$ cat config.mk
export PLATFORM = sky130hd
export DESIGN_NAME = seg_scan
export DESIGN_NICKNAME = d
export VERILOG_FILES = /design/src/rtl/seg_scan_pkg.sv /design/src/rtl/seg_scan_dec7.sv /design/src/rtl/seg_scan.sv
export SDC_FILE = /design/constraint.sdc
export NUM_CORES = 1
export LEC_CHECK = 0
export BUFFER_PORTS_ARGS = -buffer_cell sky130_fd_sc_hd__buf_4
export CAP_MARGIN = 20
export CORE_UTILIZATION = 57
export DETAILED_ROUTE_END_ITERATION = 16
export GPL_TIMING_DRIVEN = 0
export PLACE_DENSITY = 0.9
export RECOVER_POWER = 50
export SLEW_MARGIN = 20
export SYNTH_ARGS = -nofsm -noshare
export SYNTH_HDL_FRONTEND = slang
export SYNTH_HIERARCHICAL = 1
export SYNTH_SLANG_ARGS = --single-unit
$ cat constraint.sdc
create_clock -name clk -period 3.8 [get_ports clk]
set_input_delay 0.38 -clock clk [delete_from_list [all_inputs] [get_ports clk]]
set_output_delay 0.38 -clock clk [all_outputs]
set_load 0.02 [all_outputs]
$ cat src/rtl/seg_scan_pkg.sv
// Shared types and constants for the two-digit multiplexed seven-segment scanner.
// Segment patterns are active-low with seg[7] = dp held dark.
package seg_scan_pkg;

    typedef enum logic [2:0] {
        IDLE      = 3'd0,
        SHOW_ONES = 3'd1,
        GAP_A     = 3'd2,
        SHOW_TENS = 3'd3,
        GAP_B     = 3'd4
    } state_t;

    localparam logic [7:0] SEG_0     = 8'hC0;
    localparam logic [7:0] SEG_1     = 8'hF9;
    localparam logic [7:0] SEG_2     = 8'hA4;
    localparam logic [7:0] SEG_3     = 8'hB0;
    localparam logic [7:0] SEG_4     = 8'h99;
    localparam logic [7:0] SEG_5     = 8'h92;
    localparam logic [7:0] SEG_6     = 8'h82;
    localparam logic [7:0] SEG_7     = 8'hF8;
    localparam logic [7:0] SEG_8     = 8'h80;
    localparam logic [7:0] SEG_9     = 8'h90;
    localparam logic [7:0] SEG_E     = 8'h86;
    localparam logic [7:0] SEG_BLANK = 8'hFF;

    // One-cold digit enables: an[0] = ones, an[1] = tens.
    localparam logic [1:0] AN_ONES = 2'b10;
    localparam logic [1:0] AN_TENS = 2'b01;
    localparam logic [1:0] AN_OFF  = 2'b11;

endpackage

$ cat src/rtl/seg_scan_dec7.sv
// Combinational 7-bit digit value to active-low segment pattern; values above 9 show 'E'.
module seg_dec7
    import seg_scan_pkg::*;
(
    input  logic [6:0] val,
    output logic [7:0] pat
);

    always_comb begin
        pat = SEG_E;
        case (val)
            7'd0: pat = SEG_0;
            7'd1: pat = SEG_1;
            7'd2: pat = SEG_2;
            7'd3: pat = SEG_3;
            7'd4: pat = SEG_4;
            7'd5: pat = SEG_5;
            7'd6: pat = SEG_6;
            7'd7: pat = SEG_7;
            7'd8: pat = SEG_8;
            7'd9: pat = SEG_9;
            default: pat = SEG_E;
        endcase
    end

endmodule

$ cat src/rtl/seg_scan.sv
// Two-digit scanner: ones, dark gap, tens, dark gap, with both digits latched once per frame.
// Outputs are registered and already reflect the state being entered on that edge.
module seg_scan
    import seg_scan_pkg::*;
#(
    parameter int unsigned SCAN_DIV = 50000,
    parameter int unsigned GAP_CYC  = 2,
    parameter bit          LZ_BLANK = 1'b1
) (
    input  logic       clk,
    input  logic       rest,
    input  logic       en,
    input  logic [6:0] in_ones,
    input  logic [6:0] in_tens,
    output logic [7:0] seg,
    output logic [1:0] an,
    output logic       err
);

    localparam int unsigned MAXL = (SCAN_DIV > GAP_CYC) ? SCAN_DIV : GAP_CYC;
    localparam int unsigned CW   = (MAXL > 1) ? $clog2(MAXL) : 1;

    state_t        state, nstate;
    logic [CW-1:0] cnt, ncnt;
    logic [6:0]    ones_sh, tens_sh, ones_n, tens_n, dig;
    logic [7:0]    pat, seg_n;
    logic [1:0]    an_n;
    logic          latch, show_last, gap_last, err_n;

    assign show_last = (cnt == CW'(SCAN_DIV - 1));
    assign gap_last  = (cnt == CW'(GAP_CYC - 1));

    always_comb begin
        nstate = state;
        latch  = 1'b0;
        if (!en) begin
            nstate = IDLE;
        end else begin
            case (state)
                IDLE:      begin nstate = SHOW_ONES; latch = 1'b1; end
                SHOW_ONES: if (show_last) nstate = GAP_A;
                GAP_A:     if (gap_last)  nstate = SHOW_TENS;
                SHOW_TENS: if (show_last) nstate = GAP_B;
                GAP_B:     if (gap_last)  begin nstate = SHOW_ONES; latch = 1'b1; end
                default:   nstate = IDLE;
            endcase
        end
        ncnt = (nstate != state || nstate == IDLE) ? '0 : cnt + CW'(1);

        // Decode from the post-edge shadow so the latch edge already shows the new digit.
        ones_n = latch ? in_ones : ones_sh;
        tens_n = latch ? in_tens : tens_sh;
        dig    = (nstate == SHOW_TENS) ? tens_n : ones_n;
        err_n  = err | (latch && (in_ones > 7'd9 || in_tens > 7'd9));

        seg_n = SEG_BLANK;
        an_n  = AN_OFF;
        case (nstate)
            SHOW_ONES: begin
                seg_n = pat;
                an_n  = AN_ONES;
            end
            SHOW_TENS: begin
                seg_n = (LZ_BLANK && tens_n == '0) ? SEG_BLANK : pat;
                an_n  = AN_TENS;
            end
            default: ;
        endcase
    end

    seg_dec7 u_dec (
        .val (dig),
        .pat (pat)
    );

    always_ff @(posedge clk) begin
        if (rest) begin
            state   <= IDLE;
            cnt     <= '0;
            ones_sh <= '0;
            tens_sh <= '0;
            seg     <= SEG_BLANK;
            an      <= AN_OFF;
            err     <= 1'b0;
        end else begin
            state   <= nstate;
            cnt     <= ncnt;
            ones_sh <= ones_n;
            tens_sh <= tens_n;
            seg     <= seg_n;
            an      <= an_n;
            err     <= err_n;
        end
    end

endmodule

==> impl_summary.log <==
[metrics] run status: finished, final reports clean
[metrics] total vias in the final route: 1773
[metrics] Finished Cell Area: 2540 um2
[metrics] post-cts sizing count: 0
[metrics] Post-Route Setup TNS: 0 ns
[metrics] relative area change from synthesis to final layout: 13.1%
[metrics] average wire length per cell after detail routing: 13.8 um
[metrics] count of endpoints failing hold in the final timing report: 0
[metrics] routed vias/inst: 5.54
[metrics] largest area contributor in the synthesized netlist: sky130_fd_sc_hd__dfxtp_1
[metrics] number of remaining DRC errors: 0
[metrics] proportion of synthesized area in mux cells: 0.0978
[metrics] initial core utilization: 0.606
[metrics] crit path from: cnt[0]
[metrics] Total Routed Length: 4420 um
[metrics] Critical Path AT: 3.57 ns
[metrics] number of sinks on the clock net: 44
[metrics] final critical path time including I/O delays and setup: 3.39 ns
[metrics] Final HPWL DP: 3180 um
[metrics] count of synthesis-stage warnings from yosys: 6
[metrics] power density cells: 367 nW/um2
[metrics] antenna viol nets, final: 0
[metrics] total cell area at the placement stage: 2510 um2
[metrics] Final #Nets: 296
[metrics] average cell area after synthesis: 9.46 um2
[metrics] setup violation total in the final timing report: 0
[metrics] GPL Wtd Cong: 0.904
[metrics] top library cells by usage in the layout, fill and taps aside: sky130_fd_sc_hd__dfxtp_1 (44), sky130_fd_sc_hd__nor2_1 (39), sky130_fd_sc_hd__mux2i_1 (22)
[metrics] placeable core region: 3720 um2
[metrics] most common cell after layout, fill and taps aside: sky130_fd_sc_hd__dfxtp_1
[metrics] Seq/Total Area, Yosys: 0.391
[metrics] number of search-and-repair iterations in the first detailed-routing pass: 4
[metrics] Hold Startpoint: en
[metrics] classification of the worst setup path: reg -> reg
[metrics] crit start category: register
[metrics] Vert. Die Dim: 64.8 um
[metrics] Final Max Slew Viols: 0
[metrics] arithmetic-cell share of the synthesized area counting full adders, half adders and majority gates: 0.0445
[metrics] R2R depth: 13
[metrics] Port-buffer cells: 26
[metrics] Synth Area in Simple Gates: 0.295
[metrics] worst-case register-to-register setup slack: 0.41 ns
[metrics] fmax: 295 MHz
[metrics] TritonCTS clock tree: yes
[metrics] slew at the pin with the worst max-slew slack: 0.688 ns
[metrics] global-route wire length before repair: 7290 um
[metrics] largest net degree at the start of global routing: 13
[metrics] fraction of layout instances using a drive strength above 1: 0.165
[metrics] xor and xnor area share after synthesis: 0.0584
[metrics] share of the synthesized area in compound gates (AO/OA/AOI/OAI): 0.0706
[metrics] worst hold-check slack: 0.360 ns
[metrics] most area-consuming cells after synthesis: sky130_fd_sc_hd__dfxtp_1 (39%), sky130_fd_sc_hd__mux2i_1 (9.8%), sky130_fd_sc_hd__nor2_1 (6.5%)
[metrics] critical-path maximum fanout: 10
[metrics] Max rail drop VDD: 0.000344 V
[metrics] endpoint kind of the worst setup timing path: register
[metrics] maximum clock skew at final layout: 0.00640 ns
[metrics] aggregate global-route resource usage: 0.224
[metrics] dominant combinational cell family by area after synthesis: simple AND/OR/NAND/NOR gates
[metrics] count of pins on the block boundary: 28
[metrics] post-synth net total: 263
[metrics] endpoint of the most critical register-to-register path: seg[1]
[metrics] post-placement cell count: 312
[metrics] CP Data Required Time: 3.97 ns
[metrics] total leakage power: 0.000980 uW
[metrics] clock latency of the later-clocked register in the worst-skew pair: 0.29 ns
[metrics] overall die width: 64.8 um
[metrics] Rows: 22
[metrics] netlist area before placement: 2250 um2
[metrics] unrepaired setup endpoints after global routing: false
[metrics] number of max-cap violations: 0
[metrics] share of the clock period used by the worst path after layout: 0.893
[metrics] CTS Buf Count: 5
[metrics] FF+latch count, synth: 44
[metrics] number of buffers on the longest clock path: 2
[metrics] worst min-delay path class: in -> reg
[metrics] share of the synthesized area in the top cell type: 0.391
[metrics] count of placed standard cells in the final layout, fillers left out: 320
[metrics] capture point of the critical path: seg[1]
[metrics] relative slew slack: 0.538
[metrics] R2R Path Start: cnt[0]
[metrics] Clk pin slew, worst setup/hold paths: 0.08 ns
[metrics] area of the die: 4200 um2
[metrics] Starting DRT DRC Count: 130
[metrics] number of antenna repair diodes: 0
[metrics] number of levels in the clock H-tree: 2
[metrics] postcts setup bufs: 0
[metrics] post-synthesis cell count: 238
[metrics] clock root buffer: sky130_fd_sc_hd__clkbuf_8
[metrics] number of distinct standard cells referenced by the synthesized netlist: 45
[metrics] remaining global-route overflow: 0
[metrics] number of hold-repair buffers added at the cts stage: 0
[metrics] initial antenna violation count: 0
[metrics] vias in the first global route: 1690
-- sequential cells by signal (all words and copies together) (netlist names) --
| signal | count |
|---|---|
| an | 2 |
| cnt | 16 |
| err | 1 |
| ones_sh | 7 |
| seg | 8 |
| state | 3 |
| tens_sh | 7 |
-- metrics by stage --
step,power [uW],utilization,setup slack [ns]
CTS,944,0.699,0.439
floorplan,604,-,0.945
detailed placement,651,0.674,0.529
finish,933,0.685,0.406
global placement,647,0.674,0.580
global route,970,0.685,0.184
-- worst min-delay path by stage --
| stage | to | slack, ns | cells past startpoint |
|---|---|---|---|
| floorplan | cnt[0] | 0.44 | 1 |
| global placement | err | 0.44 | 2 |
| detailed placement | err | 0.46 | 2 |
| CTS | state[2] | 0.36 | 2 |
| global route | tens_sh[3] | 0.37 | 3 |
| finish | state[2] | 0.36 | 2 |
-- metal layers --
metal	vias up	routed length (um)	GRT usage
li1	886	-	-
met1	831	1960	0.269
met2	45	2120	0.365
met3	11	228	0.0634
met4	0	102	0.106
met5	-	0	0
-- synthesized netlist by cell type --
library cell	count
sky130_fd_sc_hd__a21oi_2	1
sky130_fd_sc_hd__a21oi_1	9
sky130_fd_sc_hd__buf_4	2
sky130_fd_sc_hd__and3_1	2
sky130_fd_sc_hd__a41oi_2	1
sky130_fd_sc_hd__a41o_1	1
sky130_fd_sc_hd__o21ai_2	1
sky130_fd_sc_hd__dfxtp_1	44
sky130_fd_sc_hd__and2_1	1
sky130_fd_sc_hd__or2_1	1
sky130_fd_sc_hd__inv_2	1
sky130_fd_sc_hd__nor4b_4	1
sky130_fd_sc_hd__nor3_1	3
sky130_fd_sc_hd__buf_6	2
sky130_fd_sc_hd__a21bo_1	1
sky130_fd_sc_hd__a2bb2oi_1	1
sky130_fd_sc_hd__nor4b_1	1
sky130_fd_sc_hd__nand4_1	5
sky130_fd_sc_hd__or2_2	1
sky130_fd_sc_hd__xnor2_1	7
sky130_fd_sc_hd__and4_2	1
sky130_fd_sc_hd__and4_1	4
sky130_fd_sc_hd__nand3_1	6
sky130_fd_sc_hd__ha_1	8
sky130_fd_sc_hd__or3_1	2
sky130_fd_sc_hd__o21ai_1	1
sky130_fd_sc_hd__nand2_1	15
sky130_fd_sc_hd__inv_1	7
sky130_fd_sc_hd__a41oi_1	1
sky130_fd_sc_hd__conb_1	1
sky130_fd_sc_hd__and3b_1	1
sky130_fd_sc_hd__clkbuf_1	4
sky130_fd_sc_hd__nor4_4	4
sky130_fd_sc_hd__mux2i_1	22
sky130_fd_sc_hd__xor2_1	8
sky130_fd_sc_hd__nor4_1	2
sky130_fd_sc_hd__a22oi_1	1
sky130_fd_sc_hd__or4_1	2
sky130_fd_sc_hd__nor3_2	2
sky130_fd_sc_hd__buf_2	2
sky130_fd_sc_hd__o21ai_0	6
sky130_fd_sc_hd__nor2_1	39
sky130_fd_sc_hd__nand3b_2	8
sky130_fd_sc_hd__nor2b_1	1
sky130_fd_sc_hd__nand2b_1	4
-- report_power, final --
| part | total, uW | internal (uW) | switching [uW] |
|---|---|---|---|
| clock network | 296 | 148 | 148 |
| logic | 150 | 64.3 | 85.5 |
| registers | 488 | 480 | 7.27 |
-- kinds of logic (layout without fill, tap and decap cells) --
group / Yosys count / count (layout)
compound gates: 24 / 24
xor+xnor: 15 / 15
fa+ha+maj: 8 / 8
buf+inv: 18 / 52
flops: 44 / 44
mux: 22 / 22
other cells: 1 / 1
simple gates: 106 / 106
-- cell type report --
cell class                 count  area [um2]
timing repair buffer          26         154
fill                         305        1170
inverter                       8        30.0
clock buffer                   8        90.1
tap                           48        60.1
buffer                        10        61.3
sequential                    44         881
multi-input combinational    176        1270
-- critical path, cell delays in order, from the launching register on --
cell	delay, ns
sky130_fd_sc_hd__dfxtp_1	0.40
sky130_fd_sc_hd__ha_1	0.19
sky130_fd_sc_hd__nor4b_4	0.27
sky130_fd_sc_hd__a41oi_1	0.21
sky130_fd_sc_hd__or2_1	0.26
sky130_fd_sc_hd__buf_2	0.19
sky130_fd_sc_hd__buf_4	0.21
sky130_fd_sc_hd__mux2i_1	0.17
sky130_fd_sc_hd__mux2i_1	0.40
sky130_fd_sc_hd__inv_1	0.18
sky130_fd_sc_hd__ha_1	0.34
sky130_fd_sc_hd__nor2_1	0.13
sky130_fd_sc_hd__o21ai_0	0.10
sky130_fd_sc_hd__nand3b_2	0.22
Note: power is estimated with default switching activity, not from simulation.
